**src/rtl/e203_rst_pkg.sv**
```systemverilog
// e203 reset sequencer: shared state encoding, cause bit indices
// and counter sizing helper.
package e203_rst_pkg;

  typedef enum logic [1:0] {
    HOLD      = 2'd0,
    WAIT_LOCK = 2'd1,
    RELEASE   = 2'd2,
    RUN       = 2'd3
  } rst_state_e;

  localparam int CAUSE_POR  = 0;
  localparam int CAUSE_EXT  = 1;
  localparam int CAUSE_LOCK = 2;
  localparam int CAUSE_SW   = 3;

  function automatic int cnt_width(
    input int a,
    input int b,
    input int c
  );
    int m;
    m = a;
    if (b > m) m = b;
    if (c > m) m = c;
    return $clog2(m + 1);
  endfunction

endpackage

```
**src/rtl/e203_rst_seq_if.sv**
```systemverilog
// e203 reset sequencer bundle: raw reset sources in, sequenced
// resets out. Cause port pair exists only with E203_RST_CAUSE_EN.
interface e203_rst_seq_if #(
  parameter int NUM_RST = 4
);
  logic               erst_n;
  logic               pll_lock;
  logic               sw_rst_req;
  logic [NUM_RST-1:0] rst_n_out;
  logic               rst_done;
`ifdef E203_RST_CAUSE_EN
  logic [3:0]         rst_cause;
  logic               cause_clr;

  modport master (
    input  erst_n, pll_lock, sw_rst_req, cause_clr,
    output rst_n_out, rst_done, rst_cause
  );
  modport slave (
    output erst_n, pll_lock, sw_rst_req, cause_clr,
    input  rst_n_out, rst_done, rst_cause
  );
`else
  modport master (
    input  erst_n, pll_lock, sw_rst_req,
    output rst_n_out, rst_done
  );
  modport slave (
    output erst_n, pll_lock, sw_rst_req,
    input  rst_n_out, rst_done
  );
`endif
endinterface

```
**src/rtl/e203_rst_filt.sv**
```systemverilog
// Synchroniser chain plus glitch filter: the output only follows
// the synchronised input after FILT_CYCLES consecutive mismatches.
module e203_rst_filt
  import e203_rst_pkg::*;
#(
  parameter int SYNC_STAGES = 2,
  parameter int FILT_CYCLES = 4
) (
  input  logic clk_in,
  input  logic reset,
  input  logic din,
  output logic dout
);
  localparam int CW = cnt_width(FILT_CYCLES, 1, 1);
  localparam logic [CW-1:0] LAST = CW'(FILT_CYCLES - 1);

  logic [SYNC_STAGES-1:0] sync;
  logic [CW-1:0]          cnt;
  logic                   din_s;

  assign din_s = sync[SYNC_STAGES-1];

  // two-flop style synchroniser, clears to "asserted"
  always_ff @(posedge clk_in) begin
    if (reset) sync <= '0;
    else       sync <= {sync[SYNC_STAGES-2:0], din};
  end

  // any matching sample restarts the mismatch run
  always_ff @(posedge clk_in) begin
    if (reset) begin
      dout <= 1'b0;
      cnt  <= '0;
    end else if (din_s == dout) begin
      cnt  <= '0;
    end else if (cnt == LAST) begin
      dout <= din_s;
      cnt  <= '0;
    end else begin
      cnt  <= cnt + 1'b1;
    end
  end

endmodule

```
**src/rtl/e203_rst_seq.sv**
```systemverilog
// e203 reset sequencer: staggered release of NUM_RST resets after
// pad reset and PLL lock settle. Option: E203_RST_CAUSE_EN.
module e203_rst_seq
  import e203_rst_pkg::*;
#(
  parameter int NUM_RST     = 4,
  parameter int SYNC_STAGES = 2,
  parameter int FILT_CYCLES = 4,
  parameter int LOCK_STABLE = 32,
  parameter int STAGE_DLY   = 16
) (
  input logic            clk_in,
  input logic            reset,
  e203_rst_seq_if.master bus
);
  localparam int CW =
    cnt_width(LOCK_STABLE, STAGE_DLY, FILT_CYCLES);
  localparam int IW =
    (NUM_RST > 1) ? $clog2(NUM_RST) : 1;

  rst_state_e             state, state_nx;
  logic [CW-1:0]          cnt, cnt_nx;
  logic [IW-1:0]          idx, idx_nx;
  logic [NUM_RST-1:0]     rst_q, rst_nx;
  logic                   done_q, done_nx;
  logic [SYNC_STAGES-1:0] lock_sync;
  logic                   lock_s;
  logic                   erst_f;
  logic                   abort;

  e203_rst_filt #(
    .SYNC_STAGES(SYNC_STAGES),
    .FILT_CYCLES(FILT_CYCLES)
  ) u_erst_filt (
    .clk_in(clk_in),
    .reset (reset),
    .din   (bus.erst_n),
    .dout  (erst_f)
  );

  assign lock_s = lock_sync[SYNC_STAGES-1];
  assign abort  = !erst_f || !lock_s || bus.sw_rst_req;

  // lock only needs synchronising; its stability is counted later
  always_ff @(posedge clk_in) begin
    if (reset) lock_sync <= '0;
    else       lock_sync <= {lock_sync[SYNC_STAGES-2:0], bus.pll_lock};
  end

  // sequencer registers; outputs come straight from flops
  always_ff @(posedge clk_in) begin
    if (reset) begin
      state  <= HOLD;
      cnt    <= '0;
      idx    <= '0;
      rst_q  <= '0;
      done_q <= 1'b0;
    end else begin
      state  <= state_nx;
      cnt    <= cnt_nx;
      idx    <= idx_nx;
      rst_q  <= rst_nx;
      done_q <= done_nx;
    end
  end

  // next state; abort beats a same-cycle stage release
  always_comb begin
    state_nx = state;
    cnt_nx   = cnt;
    idx_nx   = idx;
    rst_nx   = rst_q;
    done_nx  = done_q;
    unique case (state)
      HOLD: begin
        rst_nx  = '0;
        done_nx = 1'b0;
        cnt_nx  = '0;
        idx_nx  = '0;
        if (erst_f && !bus.sw_rst_req) state_nx = WAIT_LOCK;
      end
      WAIT_LOCK: begin
        if (!erst_f || bus.sw_rst_req) begin
          state_nx = HOLD;
          cnt_nx   = '0;
        end else if (!lock_s) begin
          cnt_nx = '0;
        end else if (cnt == CW'(LOCK_STABLE - 1)) begin
          state_nx = RELEASE;
          cnt_nx   = '0;
          idx_nx   = '0;
        end else if (cnt != '1) begin
          cnt_nx = cnt + 1'b1;
        end
      end
      RELEASE: begin
        if (abort) begin
          state_nx = HOLD;
          cnt_nx   = '0;
          rst_nx   = '0;
          done_nx  = 1'b0;
        end else if (cnt == CW'(STAGE_DLY - 1)) begin
          rst_nx[idx] = 1'b1;
          cnt_nx      = '0;
          if (idx == IW'(NUM_RST - 1)) begin
            state_nx = RUN;
            done_nx  = 1'b1;
          end else begin
            idx_nx = idx + 1'b1;
          end
        end else if (cnt != '1) begin
          cnt_nx = cnt + 1'b1;
        end
      end
      RUN: begin
        if (abort) begin
          state_nx = HOLD;
          cnt_nx   = '0;
          rst_nx   = '0;
          done_nx  = 1'b0;
        end
      end
    endcase
  end

  assign bus.rst_n_out = rst_q;
  assign bus.rst_done  = done_q;

`ifdef E203_RST_CAUSE_EN
  logic [3:0] cause_q;
  logic [3:0] cap;

  // sources active on the edge that enters HOLD
  always_comb begin
    cap = '0;
    if (state != HOLD && state_nx == HOLD) begin
      cap[CAUSE_SW]   = bus.sw_rst_req;
      cap[CAUSE_EXT]  = !erst_f;
      cap[CAUSE_LOCK] = !lock_s &&
                        (state == RELEASE || state == RUN);
    end
  end

  // sticky causes; a capture survives a same-cycle clear
  always_ff @(posedge clk_in) begin
    if (reset)              cause_q <= 4'(1 << CAUSE_POR);
    else if (bus.cause_clr) cause_q <= cap;
    else                    cause_q <= cause_q | cap;
  end

  assign bus.rst_cause = cause_q;
`endif

endmodule

```
**src/flat_wrapper.sv**
```systemverilog
// flat-port wrapper written by rule: the top's interface ports become plain ports
module e203_rst_seq_flat import e203_rst_pkg::*;
#(
  parameter int NUM_RST     = 4,
  parameter int SYNC_STAGES = 2,
  parameter int FILT_CYCLES = 4,
  parameter int LOCK_STABLE = 32,
  parameter int STAGE_DLY   = 16
)
  (clk_in, reset, bus_erst_n, bus_pll_lock, bus_sw_rst_req, bus_rst_n_out, bus_rst_done);
  e203_rst_seq_if #(.NUM_RST(NUM_RST)) bus_i ();
  input logic clk_in;
  input logic reset;
  input wire logic [$bits(bus_i.erst_n)-1:0] bus_erst_n;
  input wire logic [$bits(bus_i.pll_lock)-1:0] bus_pll_lock;
  input wire logic [$bits(bus_i.sw_rst_req)-1:0] bus_sw_rst_req;
  output wire logic [$bits(bus_i.rst_n_out)-1:0] bus_rst_n_out;
  output wire logic [$bits(bus_i.rst_done)-1:0] bus_rst_done;
  assign bus_i.erst_n = bus_erst_n;
  assign bus_i.pll_lock = bus_pll_lock;
  assign bus_i.sw_rst_req = bus_sw_rst_req;
  assign bus_rst_n_out = bus_i.rst_n_out;
  assign bus_rst_done = bus_i.rst_done;
  e203_rst_seq #(.NUM_RST(NUM_RST), .SYNC_STAGES(SYNC_STAGES), .FILT_CYCLES(FILT_CYCLES), .LOCK_STABLE(LOCK_STABLE), .STAGE_DLY(STAGE_DLY)) u_core (.clk_in(clk_in), .reset(reset), .bus(bus_i));
endmodule
```
**config.mk**
```make
export PLATFORM = sky130hd
export DESIGN_NAME = e203_rst_seq_flat
export DESIGN_NICKNAME = d
export VERILOG_FILES = /design/src/rtl/e203_rst_pkg.sv /design/src/rtl/e203_rst_seq_if.sv /design/src/rtl/e203_rst_filt.sv /design/src/rtl/e203_rst_seq.sv /design/src/flat_wrapper.sv
export SDC_FILE = /design/constraint.sdc
export NUM_CORES = 1
export LEC_CHECK = 0
export BUFFER_PORTS_ARGS = -buffer_cell sky130_fd_sc_hd__buf_2
export CORE_UTILIZATION = 52
export CTS_CLUSTER_DIAMETER = 120
export DETAILED_ROUTE_END_ITERATION = 12
export GPL_TIMING_DRIVEN = 0
export PLACE_DENSITY = 0.73
export SKIP_LAST_GASP = 1
export SYNTH_ARGS = -nofsm -noshare
export SYNTH_HDL_FRONTEND = slang
export SYNTH_SLANG_ARGS = --single-unit
```
**constraint.sdc**
```tcl
create_clock -name clk_in -period 1.8 [get_ports clk_in]
set_input_delay 0.09 -clock clk_in [delete_from_list [all_inputs] [get_ports clk_in]]
set_output_delay 0.09 -clock clk_in [all_outputs]
set_load 0.05 [all_outputs]
```
Word-level counts from Yosys, hierarchy flattened --
Index checks and enable logic that the tools add are counted.
Word-level totals: bits in registers 23, bits in latches 0, memory bits (writable) 0, bits in read-only memories 0, bits of input ports 5, output and inout port bits 5, memories 0
Operators by class: $add $sub $neg 3, multipliers 0, div/mod/pow operators 0, $lt $le $gt $ge 2, eq/ne operators 21, shift-type cells 0, multiplexer cells 35, bitwise operators 2, reduce and logical (&&, ||, !) cells 17
Operator list (number):
- 6-bit two-way mux | 7
- 2-bit two-way mux | 14
- 6-bit case mux with 4 select lines | 1
- 4-bit two-way mux | 3
- 3-bit by 1-bit inequality test with 1-bit output (second input constant) | 4
- 4-bit case mux with 3 select lines | 1
- 2-bit by 1-bit inequality test with 1-bit output (second input constant) | 5
- 2-bit case mux with 4 select lines | 1
- 7-bit AND reduction | 1
- 6-bit by 1-bit adder with 6-bit output (second input constant) | 1
- 2-bit == test (second input constant) | 3
- 6-bit by 4-bit == test with 1-bit output (second input constant) | 1
- 6-bit by 5-bit == test with 1-bit output (second input constant) | 1
- 2-bit inequality test (second input constant) | 3
- 6-bit inequality test (second input constant) | 1
- 2-bit case mux with 3 select lines | 1
- 6-bit AND reduction | 1
- 3-bit nonzero test | 2
- 1-bit two-way mux | 5
- 4-bit bitwise OR | 1
- 4-bit AND reduction | 1
- 3-bit by 1-bit adder with 3-bit output (second input constant) | 1
- 3-bit by 2-bit == test with 1-bit output (second input constant) | 1
- 1-bit zero test | 3
- 14 further kinds | 17

Logic depth before layout (Yosys ltp) --
depth after elaboration 8, mapped depth 7, gate-level depth less buffers 6

By module --
Synthesis repeated with hierarchy kept, for this count alone.
Unflattened totals: cell total of the unflattened synthesis 133, area total of the unflattened synthesis 1243.7 um^2
Modules (own cells, without submodules):
- e203_rst_seq | times used 1, cells an instance 116, area each 1032.2 um^2
- e203_rst_filt | times used 1, cells an instance 17, area each 211.5 um^2

Worst setup path before layout --
No wires, ideal clock.
kind flip-flop to flip-flop, from register u_core.cnt[0], to register u_core.idx[0], setup time 71 ps, arrival 1640 ps, path slack 90 ps, cell stages (with the launch flop) 7, cell sequence dfxtp_1 > ha_1 > and4b_1 > buf_2 > a21boi_1 > or4_1 > a21oi_1
On the way: cells in the longest elaborated chain, start to end 3, elaborated cells on any way between the ends 5, classes of those cells 4 x eq/ne; 1 x reduce/logical
RTL lines:
- start: declaration | RTL line e203_rst_seq.sv:22 | logic [CW-1:0] cnt, cnt_nx;
- start signal: assignment | RTL line e203_rst_seq.sv:60 | cnt <= cnt_nx;
- 6-bit by 4-bit == test with 1-bit output / 6-bit by 5-bit == test with 1-bit output (equally long branches) | RTL line e203_rst_seq.sv:102, e203_rst_seq.sv:88
- 2-bit by 1-bit inequality test with 1-bit output (no source line)
- 7-bit AND reduction (no source line) (*)
- end signal: assignment | RTL line e203_rst_seq.sv:61 | idx <= idx_nx;
- end: declaration | RTL line e203_rst_seq.sv:23 | logic [IW-1:0] idx, idx_nx;
Mark *: on every way between the ends. The rest lies on a longest branch, timed or not. A chain may end at the register's enable or synchronous reset.

Worst setup path in the final report --
from register u_core.cnt[0], to register u_core.idx[1]
Same word-level chain as after synthesis.

==> summary.md <==
The flow ran to the end, and the final reports show no timing, DRC or antenna violations. The number of synthesized flops with an enable pin is 0, and the worst hold slack is 0.0178 ns. In this run the tightest slew margin relative to its limit is 68.7%. The tools report the overall routing resource usage as 22.6%. Count of buffering cells on the critical path with inverters included: 0. Type of the setup path with the least slack: reg -> reg. The tools report the worst-case vdd ir drop as 0.531 mV.

The logs give 0.00126 sq mm for the post-synth design cell area and 2.60 mm for the sum of routed wire length over all layers. For the number of H-tree levels, the log shows 1. For the final routed database, the setup TNS stands at 0 ns.

The post-detailed-route via-to-cell ratio was 6.19. The peak clock frequency supported by timing is 562 MHz, and the relative area change from synthesis to final layout is 13.9%. Counting flops and latches in the post-synthesis netlist gives 23. The arrival time of data at the critical path endpoint is 2.03 ns, and the mean instance size in the synthesized netlist is 9.25 sq um.

The tools report the hold violation count in the final report as 0. The number of distinct standard cells referenced by the synthesized netlist came out at 44. Standby leakage power: 0.571 nW.

The commonest cells after synthesis are sky130_fd_sc_hd__dfxtp_1, sky130_fd_sc_hd__ha_1, sky130_fd_sc_hd__inv_1, sky130_fd_sc_hd__a21oi_1, sky130_fd_sc_hd__nand2_1. The largest fanout on the critical path is 5, and the total number of placement rows is 17. Dividing the final minimum period by the clock period gives 98.9%. The cell with the largest stage delay on the worst path was sky130_fd_sc_hd__or4_1. Fill cells in the final layout number 195. The run gives 1047 as the via count of the first global-routing pass. The sequential element share of the synthesized area is 36.6%.

In this run the worst hold path is classified as in -> reg. The proportion of synthesized flip-flops having asynchronous set or reset is 0%. The proportion of netlist area held by the largest area contributor works out to 36.6%. The floorplan step set the die height to 51.2 microns. For the critical path data required time, the log shows 2.06 ns.

The root buffer cell chosen for the clock tree is sky130_fd_sc_hd__clkbuf_4. Global routing finished with a remaining overflow of 0. The floorplan step defined a core boundary enclosing 0.00225 sq mm. After the last flow step, the layout net total stands at 166.

The clock passes through at most 2 buffers. Once layout is complete, the utilization of the core stands at 63.5%. Before CTS, the worst setup slack after placement is -0.238 ns. For this design the total switching power over the nets is 0.000208 W.

Setup violations remaining at the end of the flow were counted as 0. The die covers 0.00262 sq mm. 0 antenna diodes ended up in the layout. Subtracting the final worst setup slack from the clock period gives 1.78 ns. STA classifies the critical path endpoint as a flop. Entering global routing, the biggest net connects 14 pins. The run gives 10 as the top-level I/O count. For the final database, setup skew stands at 0.00725 ns. The clock transition at the registers of the reported paths was 0.12 ns.

In the final layout, the multi-input gates occupy 763 sq um. The logs give 1096 for the via count and 152 for the total nets after synthesis. The critical path goes through ha_4 -> nand4b_1 -> o41a_1 -> or4_1 -> a21oi_1. For the pin with the worst max-slew slack, the measured transition is 0.457 ns.

The run gives 0 as the number of antenna-violating nets in the routed design. The sequential cell fraction of total power is 62.4%. For this run, the slowest stage of the critical path takes 0.49 ns.

Dividing total power by cell area gives a power density of 580 mW/mm^2. The tool flagged a number of max-cap violations equal to 0. The CTS buffer count was 3.

By instance count, the leading cell after synthesis is sky130_fd_sc_hd__dfxtp_1. Dividing the detail-routed wire length by the instance count gives 14.7 microns. The area of all sequential standard cells was 468 sq um. Routability-driven placement finished with a final weighted congestion of 0.830. In this run switching power makes up 25.0% of total power. By area the synthesized netlist is led by sky130_fd_sc_hd__dfxtp_1, sky130_fd_sc_hd__ha_1, sky130_fd_sc_hd__a22o_1. Fraction of power consumed by the clock network: 29.5%. The cell type group with the largest total delay on the critical path was simple AND/OR/NAND/NOR gates. Cells with a size suffix above 1 make up 22.1% of the layout. Measured along the x axis, the die boundary spans 51.2 microns. After technology mapping, the gate count stands at 136. Internal power comes to 0.000624 W. For the total iterations of the first detailed-routing run, the log shows 4. The HPWL after detailed placement is 1.87 mm. In the routed design, unresolved DRC markers number 0.

Cell type contributing the most total cell area after synthesis: sky130_fd_sc_hd__dfxtp_1. The first global-routing pass estimated 4.40 mm of wire. The number of pins exceeding their max-slew limit in the final report came out at 0. Buffers placed on the I/O ports in this run total 9. Flip-flop cell with the highest count after synthesis: sky130_fd_sc_hd__dfxtp_1. Setup repair after global routing could not meet its margin everywhere. In this run, the combinational gates consume 8.1% of the power.

After the first detailed-routing iteration, the DRC count stood at 24. The run gives 0.0206 ns as the final critical-path setup slack. The clock drives 23 sinks. The logs give 55.8% for the initial standard-cell utilization of the core and 0 for the initial antenna violation count. The logs give 0.32 ns for the clock latency at the later pin of the worst-skew pair and 0 for the number of warning messages in the yosys log.

TritonCTS built the clock tree. The category of the worst setup path launch point was a flop.
-- cells in the final DEF, fill, tap and decap left out, types with 3 or more instances in the layout --
master                     count
sky130_fd_sc_hd__inv_1        10
sky130_fd_sc_hd__and4_1        3
sky130_fd_sc_hd__nor2_1        6
sky130_fd_sc_hd__a22o_1        5
sky130_fd_sc_hd__nor2b_1       4
sky130_fd_sc_hd__ha_1          7
sky130_fd_sc_hd__a31oi_1       5
sky130_fd_sc_hd__o211ai_1      3
sky130_fd_sc_hd__nand3_1       3
sky130_fd_sc_hd__dfxtp_1      21
sky130_fd_sc_hd__clkbuf_1      3
sky130_fd_sc_hd__clkbuf_4      3
sky130_fd_sc_hd__buf_2        10
sky130_fd_sc_hd__nand2_1       7
sky130_fd_sc_hd__nor3_1        3
sky130_fd_sc_hd__a21oi_1       7
-- area by class of cell --
class	instances	share of cell area, %
Multi-Input combinational cell	94	53.3
Sequential cell	23	32.7
Timing Repair Buffer	11	4.37
Buffer	7	2.71
Inverter	10	2.62
Tap cell	28	2.45
Clock buffer	3	1.57
Clock inverter	1	0.349
-- sequential cells by signal (all words and copies together), names as in the netlist --
name                     cells
u_core.bus.rst_done          1
u_core.cnt                   6
u_core.lock_sync             2
u_core.idx                   2
u_core.u_erst_filt.sync      2
u_core.u_erst_filt.dout      1
u_core.bus.rst_n_out         4
u_core.u_erst_filt.cnt       3
u_core.state                 2
-- per-layer routing --
layer  part of all wire [%]  vias up  track usage, %
li1                       -      539               -
met1                     43      517            23.5
met2                     51       32            42.5
met3                    4.5        8            5.95
met4                    1.7        0            8.33
met5                      0        -               0
-- cell families after synthesis --
group	share of synthesized area (%)
flops	36.6
fa+ha+maj	10.9
mux	0.796
compound gates	23.9
buf+inv	6.47
xor+xnor	0.697
simple gates	20.6
-- worst reg2reg max path, stage by stage (launching register included) --
cell and delay [ns]:
sky130_fd_sc_hd__dfxtp_4 0.40, sky130_fd_sc_hd__ha_4 0.16, sky130_fd_sc_hd__nand4b_1 0.14, sky130_fd_sc_hd__o41a_1 0.38, sky130_fd_sc_hd__or4_1 0.49, sky130_fd_sc_hd__a21oi_1 0.15
-- power groups by stage --
stage / Sequential [W] / Combinational [W] / Clock [W]
floorplan: 0.000532 / 0.0000437 / 0
global placement: 0.000533 / 0.0000580 / 0
detailed placement: 0.000533 / 0.0000605 / 0
CTS: 0.000521 / 0.0000628 / 0.000249
global route: 0.000520 / 0.0000736 / 0.000272
finish: 0.000519 / 0.0000670 / 0.000245
-- per-stage QoR --
step / total power, W / std cells / instance area, sq um
2_1_floorplan: 0.000576 / 136 / 1260
3_3_place_gp: 0.000591 / 173 / 1340
3_5_place_dp: 0.000594 / 173 / 1340
4_1_cts: 0.000832 / 176 / 1390
5_1_grt: 0.000866 / 177 / 1430
6_report: 0.000831 / 177 / 1430
-- worst paths after layout --
check                                               start                   endpoint  slack [ns]  cells after the start
worst max-delay path                        u_core.cnt[0]              u_core.idx[1]        0.02                      5
worst min-delay path                         bus_pll_lock        u_core.lock_sync[0]        0.02                      2
worst max register to register              u_core.cnt[0]              u_core.idx[1]        0.02                      5
worst min register to register  u_core.u_erst_filt.cnt[0]  u_core.u_erst_filt.cnt[0]        0.45                      1
-- what timing repair did --
| item | CTS | global route |
|---|---|---|
| endpoints found under the hold margin | 1 | 0 |
| hold buffers | 1 | 0 |
| endpoints found under the setup margin | 11 | 11 |
| setup buffers | 0 | 1 |
| resized for setup | 7 | 9 |
| pin swaps | 0 | 0 |
(Power assumes the default switching activity.)
